--- config.mk ---
export PLATFORM = sky130hd
export DESIGN_NAME = alu_share_arbiter
export DESIGN_NICKNAME = d
export VERILOG_FILES = /design/src/rtl/alu_share_arbiter.sv
export SDC_FILE = /design/constraint.sdc
export NUM_CORES = 1
export LEC_CHECK = 0
export ABC_AREA = 1
export CAP_MARGIN = 15
export CORE_AREA = 2 2 122 124
export DETAILED_ROUTE_END_ITERATION = 8
export DIE_AREA = 0 0 124 126
export DONT_BUFFER_PORTS = 1
export HOLD_SLACK_MARGIN = 0.1
export PLACE_DENSITY_LB_ADDON = 0.1
export SLEW_MARGIN = 20
export SYNTH_ARGS = -nofsm -noshare
export SYNTH_HDL_FRONTEND = slang
export SYNTH_SLANG_ARGS = --single-unit
--- constraint.sdc ---
create_clock -name clk -period 2.1 [get_ports clk]
set_clock_uncertainty 0.2 [all_clocks]
set_input_delay 0 -clock clk [delete_from_list [all_inputs] [get_ports clk]]
set_output_delay 0 -clock clk [all_outputs]
set_load 0.03 [all_outputs]
--- src/rtl/alu_share_arbiter.sv ---
// alu_share_arbiter: round-robin sharing of one combinational ALU between two requesters
// Ports: reqN_valid/ready/a/b/ctrl request channels, rspN_valid/ready/out/zero
// one-entry registered response slots, alu_a/b/ctrl to the ALU, alu_out/alu_is_zero back.
module alu_share_arbiter #(
  parameter int XLEN = 32,
  parameter int CTRL_W = 4,
  parameter bit PRIO_INIT = 1'b0
) (
  input  logic              clk,
  input  logic              rst,
  input  logic              req0_valid,
  output logic              req0_ready,
  input  logic [XLEN-1:0]   req0_a,
  input  logic [XLEN-1:0]   req0_b,
  input  logic [CTRL_W-1:0] req0_ctrl,
  input  logic              req1_valid,
  output logic              req1_ready,
  input  logic [XLEN-1:0]   req1_a,
  input  logic [XLEN-1:0]   req1_b,
  input  logic [CTRL_W-1:0] req1_ctrl,
  output logic              rsp0_valid,
  input  logic              rsp0_ready,
  output logic [XLEN-1:0]   rsp0_out,
  output logic              rsp0_zero,
  output logic              rsp1_valid,
  input  logic              rsp1_ready,
  output logic [XLEN-1:0]   rsp1_out,
  output logic              rsp1_zero,
  output logic [XLEN-1:0]   alu_a,
  output logic [XLEN-1:0]   alu_b,
  output logic [CTRL_W-1:0] alu_ctrl,
  input  logic [XLEN-1:0]   alu_out,
  input  logic              alu_is_zero
);
  logic            elig0, elig1, gnt0, gnt1;
  logic            ptr_q, ptr_d;
  logic            rsp0_valid_q, rsp0_valid_d, rsp1_valid_q, rsp1_valid_d;
  logic [XLEN-1:0] rsp0_out_q, rsp0_out_d, rsp1_out_q, rsp1_out_d;
  logic            rsp0_zero_q, rsp0_zero_d, rsp1_zero_q, rsp1_zero_d;
  always_comb begin
    elig0 = req0_valid & (~rsp0_valid_q | rsp0_ready);
    elig1 = req1_valid & (~rsp1_valid_q | rsp1_ready);
    // ptr only breaks ties; rst masks grants so nothing is accepted during reset
    gnt0 = ~rst & elig0 & (~elig1 | ~ptr_q);
    gnt1 = ~rst & elig1 & (~elig0 | ptr_q);
    alu_a = gnt0 ? req0_a : gnt1 ? req1_a : '0;
    alu_b = gnt0 ? req0_b : gnt1 ? req1_b : '0;
    alu_ctrl = gnt0 ? req0_ctrl : gnt1 ? req1_ctrl : '0;
    ptr_d = gnt0 ? 1'b1 : gnt1 ? 1'b0 : ptr_q;
    rsp0_valid_d = gnt0 | (rsp0_valid_q & ~rsp0_ready);
    rsp1_valid_d = gnt1 | (rsp1_valid_q & ~rsp1_ready);
    rsp0_out_d = gnt0 ? alu_out : rsp0_out_q;
    rsp1_out_d = gnt1 ? alu_out : rsp1_out_q;
    rsp0_zero_d = gnt0 ? alu_is_zero : rsp0_zero_q;
    rsp1_zero_d = gnt1 ? alu_is_zero : rsp1_zero_q;
  end
  always_ff @(posedge clk or posedge rst) begin
    if (rst) begin
      ptr_q <= PRIO_INIT;
      rsp0_valid_q <= 1'b0;
      rsp1_valid_q <= 1'b0;
      rsp0_out_q <= '0;
      rsp1_out_q <= '0;
      rsp0_zero_q <= 1'b0;
      rsp1_zero_q <= 1'b0;
    end else begin
      ptr_q <= ptr_d;
      rsp0_valid_q <= rsp0_valid_d;
      rsp1_valid_q <= rsp1_valid_d;
      rsp0_out_q <= rsp0_out_d;
      rsp1_out_q <= rsp1_out_d;
      rsp0_zero_q <= rsp0_zero_d;
      rsp1_zero_q <= rsp1_zero_d;
    end
  end
  assign req0_ready = gnt0;
  assign req1_ready = gnt1;
  assign rsp0_valid = rsp0_valid_q;
  assign rsp1_valid = rsp1_valid_q;
  assign rsp0_out = rsp0_out_q;
  assign rsp1_out = rsp1_out_q;
  assign rsp0_zero = rsp0_zero_q;
  assign rsp1_zero = rsp1_zero_q;
endmodule

==> results of run 1 <==
per-stage QoR:
stage | utilization (%) | worst slack [ns]
3_5_place_dp | 33.5 | 0.336
2_1_floorplan | - | 0.160
3_3_place_gp | 33.5 | 0.338
logic make-up after synthesis:
| group | share of synthesized area [%] |
|---|---|
| AOI/OAI and AO/OA | 0.126 |
| buffers and inverters | 9.95 |
| DFF | 43.6 |
| and+or+nand+nor | 46.3 |
Yosys cell counts, drive strengths merged:
library cell  number  area share, %
o21ai              1           0.13
nor2               2           0.57
buf               48            9.2
nand2            208             20
clkbuf             2           0.19
inv                6           0.57
nand3            204             26
dfrtp             69             44
==> impl_metrics.xml, run 1 <==
<?xml version="1.0" encoding="UTF-8"?>
<metrics>
  <group name="cts">
    <metric name="htree_num_levels" unit="">3</metric>
    <metric name="postCtsSetupRepairBufs" unit="">0</metric>
    <metric name="cts.sink_count" unit="">69</metric>
    <metric name="cts-root-to-sink-buffers" unit="">2</metric>
    <metric name="ctsHoldBuffers" unit="">150</metric>
    <metric name="cts_root_buffer" unit="">sky130_fd_sc_hd__clkbuf_16</metric>
    <metric name="cts-buffers-inserted" unit="">9</metric>
    <metric name="cts_resized" unit="">13</metric>
  </group>
  <group name="place">
    <metric name="dpl-instance-area" unit="sq um">4790</metric>
    <metric name="hpwlAfterDp" unit="microns">11600</metric>
    <metric name="placer_congestion" unit="">0.948</metric>
    <metric name="dp_cells" unit="">730</metric>
    <metric name="placement.io_buffers" unit="">0</metric>
  </group>
  <group name="die">
    <metric name="die_x" unit="microns">124</metric>
    <metric name="fp.dieH" unit="microns">126</metric>
    <metric name="row_count" unit="">44</metric>
    <metric name="ioPinCount" unit="">313</metric>
    <metric name="initial_utilization" unit="%">27.7</metric>
  </group>
  <group name="synthesis">
    <metric name="mappedNetlistNets" unit="">715</metric>
    <metric name="ys_seq_elements" unit="">69</metric>
    <metric name="post_syn_instances" unit="">540</metric>
    <metric name="synth.yosys.warnings" unit="">0</metric>
    <metric name="synthDistinctLibCells" unit="">11</metric>
    <metric name="synthesis.area_per_instance" unit="sq um">7.33</metric>
    <metric name="synth_sequential_area_ratio" unit="%">43.6</metric>
    <metric name="post_synth_instance_area" unit="sq um">3960</metric>
  </group>
  <group name="outcome">
    <metric name="stop_stage" unit="">4_1_cts</metric>
    <metric name="error_line" unit="">[ERROR RSZ-0060] Max buffer count reached.</metric>
    <metric name="status" unit="">stopped before the end</metric>
  </group>
</metrics>
==> run 2: changes to the inputs <==
CORE_AREA = unset   (was 2 2 122 124)
CORE_MARGIN = 2   (was unset)
CORE_UTILIZATION = 21   (was unset)
DIE_AREA = unset   (was 0 0 124 126)
HOLD_SLACK_MARGIN = unset   (was 0.1)
PLACE_DENSITY_LB_ADDON = 0.15   (was 0.1)
clock period = 2.7 ns   (was 2.1 ns; I/O delays follow)
==> impl_metrics.xml, run 2 <==
<?xml version="1.0" encoding="UTF-8"?>
<metrics>
  <group name="worst_setup_path">
    <metric name="ff2ff_path_depth" unit="">6</metric>
    <metric name="start_kind" unit="">flip-flop</metric>
    <metric name="setup.worst_path.class" unit="">reg2out</metric>
    <metric name="crit_required" unit="ns">2.50</metric>
    <metric name="critical_path.reg2reg.endpoint" unit="">rsp1_out[18]$_DFFE_PP0N_</metric>
    <metric name="worst_setup_path_startpoint" unit="">rsp0_valid$_DFF_PP0_</metric>
    <metric name="endpoint_kind" unit="">primary output</metric>
    <metric name="reg2reg_from" unit="">rsp1_valid$_DFF_PP0_</metric>
    <metric name="cp-endpoint" unit="">alu_a[8]</metric>
    <metric name="crit_arrival" unit="ns">2.39</metric>
    <metric name="crit_fanout" unit="">58</metric>
    <metric name="setup.reg_to_reg.worst_slack" unit="ns">0.50</metric>
  </group>
  <group name="timing">
    <metric name="grt_setup_unrepaired" unit="">no</metric>
    <metric name="report.final.setup_viol" unit="">0</metric>
    <metric name="final.setup.tns" unit="ns">0</metric>
    <metric name="final.period_utilization" unit="%">95.8</metric>
    <metric name="slew_headroom" unit="%">54.0</metric>
    <metric name="report.final.hold_viol_count" unit="">0</metric>
    <metric name="worst-slew-pin-transition" unit="ns">0.690</metric>
    <metric name="period_minus_slack" unit="ns">2.59</metric>
    <metric name="max_freq" unit="MHz">387</metric>
    <metric name="report.final.slew_viol_count" unit="">0</metric>
  </group>
  <group name="layout">
    <metric name="utilization" unit="%">26.2</metric>
    <metric name="commonest_cells_after_routing_fill_and_taps_aside" unit="">204 x sky130_fd_sc_hd__nand2_1, 202 x sky130_fd_sc_hd__nand3_1, 69 x sky130_fd_sc_hd__dfrtp_1</metric>
    <metric name="areaGrowthSynthToFinish" unit="%">23.1</metric>
    <metric name="final_nets" unit="">738</metric>
    <metric name="finish.instance_area" unit="sq um">4870</metric>
    <metric name="fillers" unit="">2035</metric>
    <metric name="final_common_cell" unit="">sky130_fd_sc_hd__nand2_1</metric>
    <metric name="multi_input_logic_area" unit="sq um">1860</metric>
    <metric name="diode_count" unit="">0</metric>
    <metric name="drive_above_1_share" unit="%">6.34</metric>
    <metric name="sequential_cell_area" unit="sq um">1730</metric>
  </group>
  <group name="global_route">
    <metric name="grt_most_used_layer" unit="">met2</metric>
    <metric name="use_met3" unit="%">3.44</metric>
    <metric name="grt_use_met2" unit="%">25.6</metric>
    <metric name="grt.overflow.total" unit="">0</metric>
    <metric name="grt_first_pass_wirelength" unit="microns">22600</metric>
    <metric name="track_usage" unit="%">14.8</metric>
    <metric name="met1_track_demand_over_resource_in_global_routing" unit="%">18.3</metric>
    <metric name="initial_antenna_violation_count" unit="">0</metric>
    <metric name="first_global_vias" unit="">3682</metric>
    <metric name="grt_max_degree" unit="">67</metric>
  </group>
  <group name="cts">
    <metric name="cts_tree" unit="">done</metric>
    <metric name="clk_transition_reported_paths" unit="ns">0.05</metric>
    <metric name="cts-buffers-inserted" unit="">9</metric>
    <metric name="postCtsSetupRepairBufs" unit="">0</metric>
    <metric name="cts_root_buffer" unit="">sky130_fd_sc_hd__clkbuf_16</metric>
    <metric name="htree_num_levels" unit="">3</metric>
    <metric name="cts-root-to-sink-buffers" unit="">2</metric>
    <metric name="clk_latency" unit="ns">0.32</metric>
    <metric name="cts.sink_count" unit="">69</metric>
  </group>
  <group name="route">
    <metric name="routed_via_density" unit="">4.88</metric>
    <metric name="drt_pre_antenna_iters" unit="">5</metric>
    <metric name="vias" unit="">3917</metric>
    <metric name="drt_iter0_drc" unit="">239</metric>
    <metric name="post_drt_wl_per_cell" unit="microns">19.3</metric>
    <metric name="drt_wl_total" unit="microns">15500</metric>
    <metric name="drt.antenna.violating_nets" unit="">0</metric>
    <metric name="remaining_drcs" unit="">0</metric>
  </group>
  <group name="power_and_ir_drop">
    <metric name="ir_drop" unit="mV">0.306</metric>
    <metric name="power.leakage" unit="nW">2.47</metric>
    <metric name="power_density_cells" unit="nW/um^2">818</metric>
    <metric name="finalPower" unit="mW">3.99</metric>
  </group>
  <group name="die">
    <metric name="fp.dieH" unit="microns">141</metric>
    <metric name="ioPinCount" unit="">313</metric>
    <metric name="die_x" unit="microns">141</metric>
    <metric name="initial_utilization" unit="%">21.3</metric>
    <metric name="coreArea" unit="sq um">18600</metric>
    <metric name="row_count" unit="">50</metric>
    <metric name="fp.dieArea" unit="sq um">20000</metric>
  </group>
  <group name="synthesis">
    <metric name="async_flop_share" unit="%">100</metric>
    <metric name="synthDistinctLibCells" unit="">11</metric>
    <metric name="synth_edf_count" unit="">0</metric>
    <metric name="synthFlopType" unit="">sky130_fd_sc_hd__dfrtp_1</metric>
    <metric name="synthesis.area_per_instance" unit="sq um">7.33</metric>
    <metric name="post_syn_instances" unit="">540</metric>
    <metric name="synth_sequential_area_ratio" unit="%">43.6</metric>
    <metric name="synth.yosys.warnings" unit="">0</metric>
    <metric name="netlist_top_cells_area" unit="">sky130_fd_sc_hd__dfrtp_1 44%, sky130_fd_sc_hd__nand3_1 26%, sky130_fd_sc_hd__nand2_1 19%, sky130_fd_sc_hd__buf_6 5.4%, sky130_fd_sc_hd__buf_2 3.4%</metric>
    <metric name="mappedNetlistNets" unit="">715</metric>
    <metric name="synth_area_leader_cell" unit="">sky130_fd_sc_hd__dfrtp_1</metric>
    <metric name="synth_top_cell_area_share" unit="%">43.6</metric>
    <metric name="ys_seq_elements" unit="">69</metric>
    <metric name="synth.top_cells.by_count" unit="">204 x sky130_fd_sc_hd__nand2_1, 204 x sky130_fd_sc_hd__nand3_1, 69 x sky130_fd_sc_hd__dfrtp_1</metric>
    <metric name="post_synth_instance_area" unit="sq um">3960</metric>
  </group>
  <group name="outcome">
    <metric name="status" unit="">completed</metric>
  </group>
  <group name="run">
    <metric name="maxCapViolations" unit="">0</metric>
  </group>
  <group name="hold_path">
    <metric name="hp-class" unit="">in2reg</metric>
    <metric name="min_path_cells" unit="">3</metric>
  </group>
  <group name="place">
    <metric name="hpwlAfterDp" unit="microns">11600</metric>
    <metric name="placement.io_buffers" unit="">0</metric>
    <metric name="dpl-instance-area" unit="sq um">4070</metric>
    <metric name="placer_congestion" unit="">0.838</metric>
  </group>
</metrics>
## run 2: cell counts after synthesis
Identical to the previous run, type by type.
## run 2: per-layer routing
metal  wire (microns)  part of all wire [%]  up-vias
met5                0                     0        -
met2             7680                    50      246
met3             1370                   8.8       19
met4              317                   2.0        0
met1             6120                    40     1825
li1                 -                     -     1827
## run 2: what timing repair did
action                                 4_1_cts  5_1_grt
resized for setup                            0        0
hold buffers                                50        0
endpoints found under the hold margin      138        0
## run 2: cell families after synthesis
| group | Yosys count | share of synthesized area (%) |
|---|---|---|
| AND/OR/NAND/NOR | 414 | 46.3 |
| AO/OA/AOI/OAI | 1 | 0.126 |
| flip-flops | 69 | 43.6 |
| buffers and inverters | 56 | 9.95 |
## run 2: metrics by stage
step / setup slack, ns / hold slack, ns / instances
finish: 0.113 / 0.0124 / 802
global route: 0.0140 / 0.0301 / 802
CTS: 0.149 / 0.00521 / 802
detailed placement: 0.517 / -0.251 / 736
global placement: 0.528 / -0.252 / 736
floorplan: 0.760 / -0.0553 / 540
## run 2: worst max-delay path, stage by stage (launching register included)
cell                      delay (ns)
sky130_fd_sc_hd__dfrtp_1        0.50
sky130_fd_sc_hd__nand2_2        0.17
sky130_fd_sc_hd__nand2_1        0.10
sky130_fd_sc_hd__nor2_4         0.15
sky130_fd_sc_hd__buf_4          0.48
sky130_fd_sc_hd__nand3_1        0.28
sky130_fd_sc_hd__nand2_1        0.33
## run 2: power breakdown
part | switching, mW | internal [mW]
logic | 0.628 | 0.235
clock network | 0.446 | 0.742
registers | 0.675 | 1.26
## run 2: worst min-delay path by stage
| stage | startpoint | endpoint | slack [ns] |
|---|---|---|---|
| after CTS | req1_valid | rsp0_out[10]$_DFFE_PP0P_ | 0.005 |
| after detailed placement | rst | rsp0_out[10]$_DFFE_PP0P_ | -0.25 |
| after floorplan | alu_out[28] | rsp1_out[28]$_DFFE_PP0N_ | -0.06 |
| after global routing | req1_valid | ptr_q$_DFFE_PP0P_ | 0.03 |
| final | req1_valid | ptr_q$_DFFE_PP0P_ | 0.01 |
| after global placement | rst | rsp0_out[10]$_DFFE_PP0P_ | -0.25 |
## run 2: area by class of cell
cell class	count	area share, %
inverters	6	0.462
flip-flops and latches	69	35.4
well taps	234	6.01
clock inverters	5	1.23
repair buffers	62	13.7
clock buffers	11	4.98
multi-input cells	415	38.2
No activity file was read; power rests on OpenSTA's default activity.
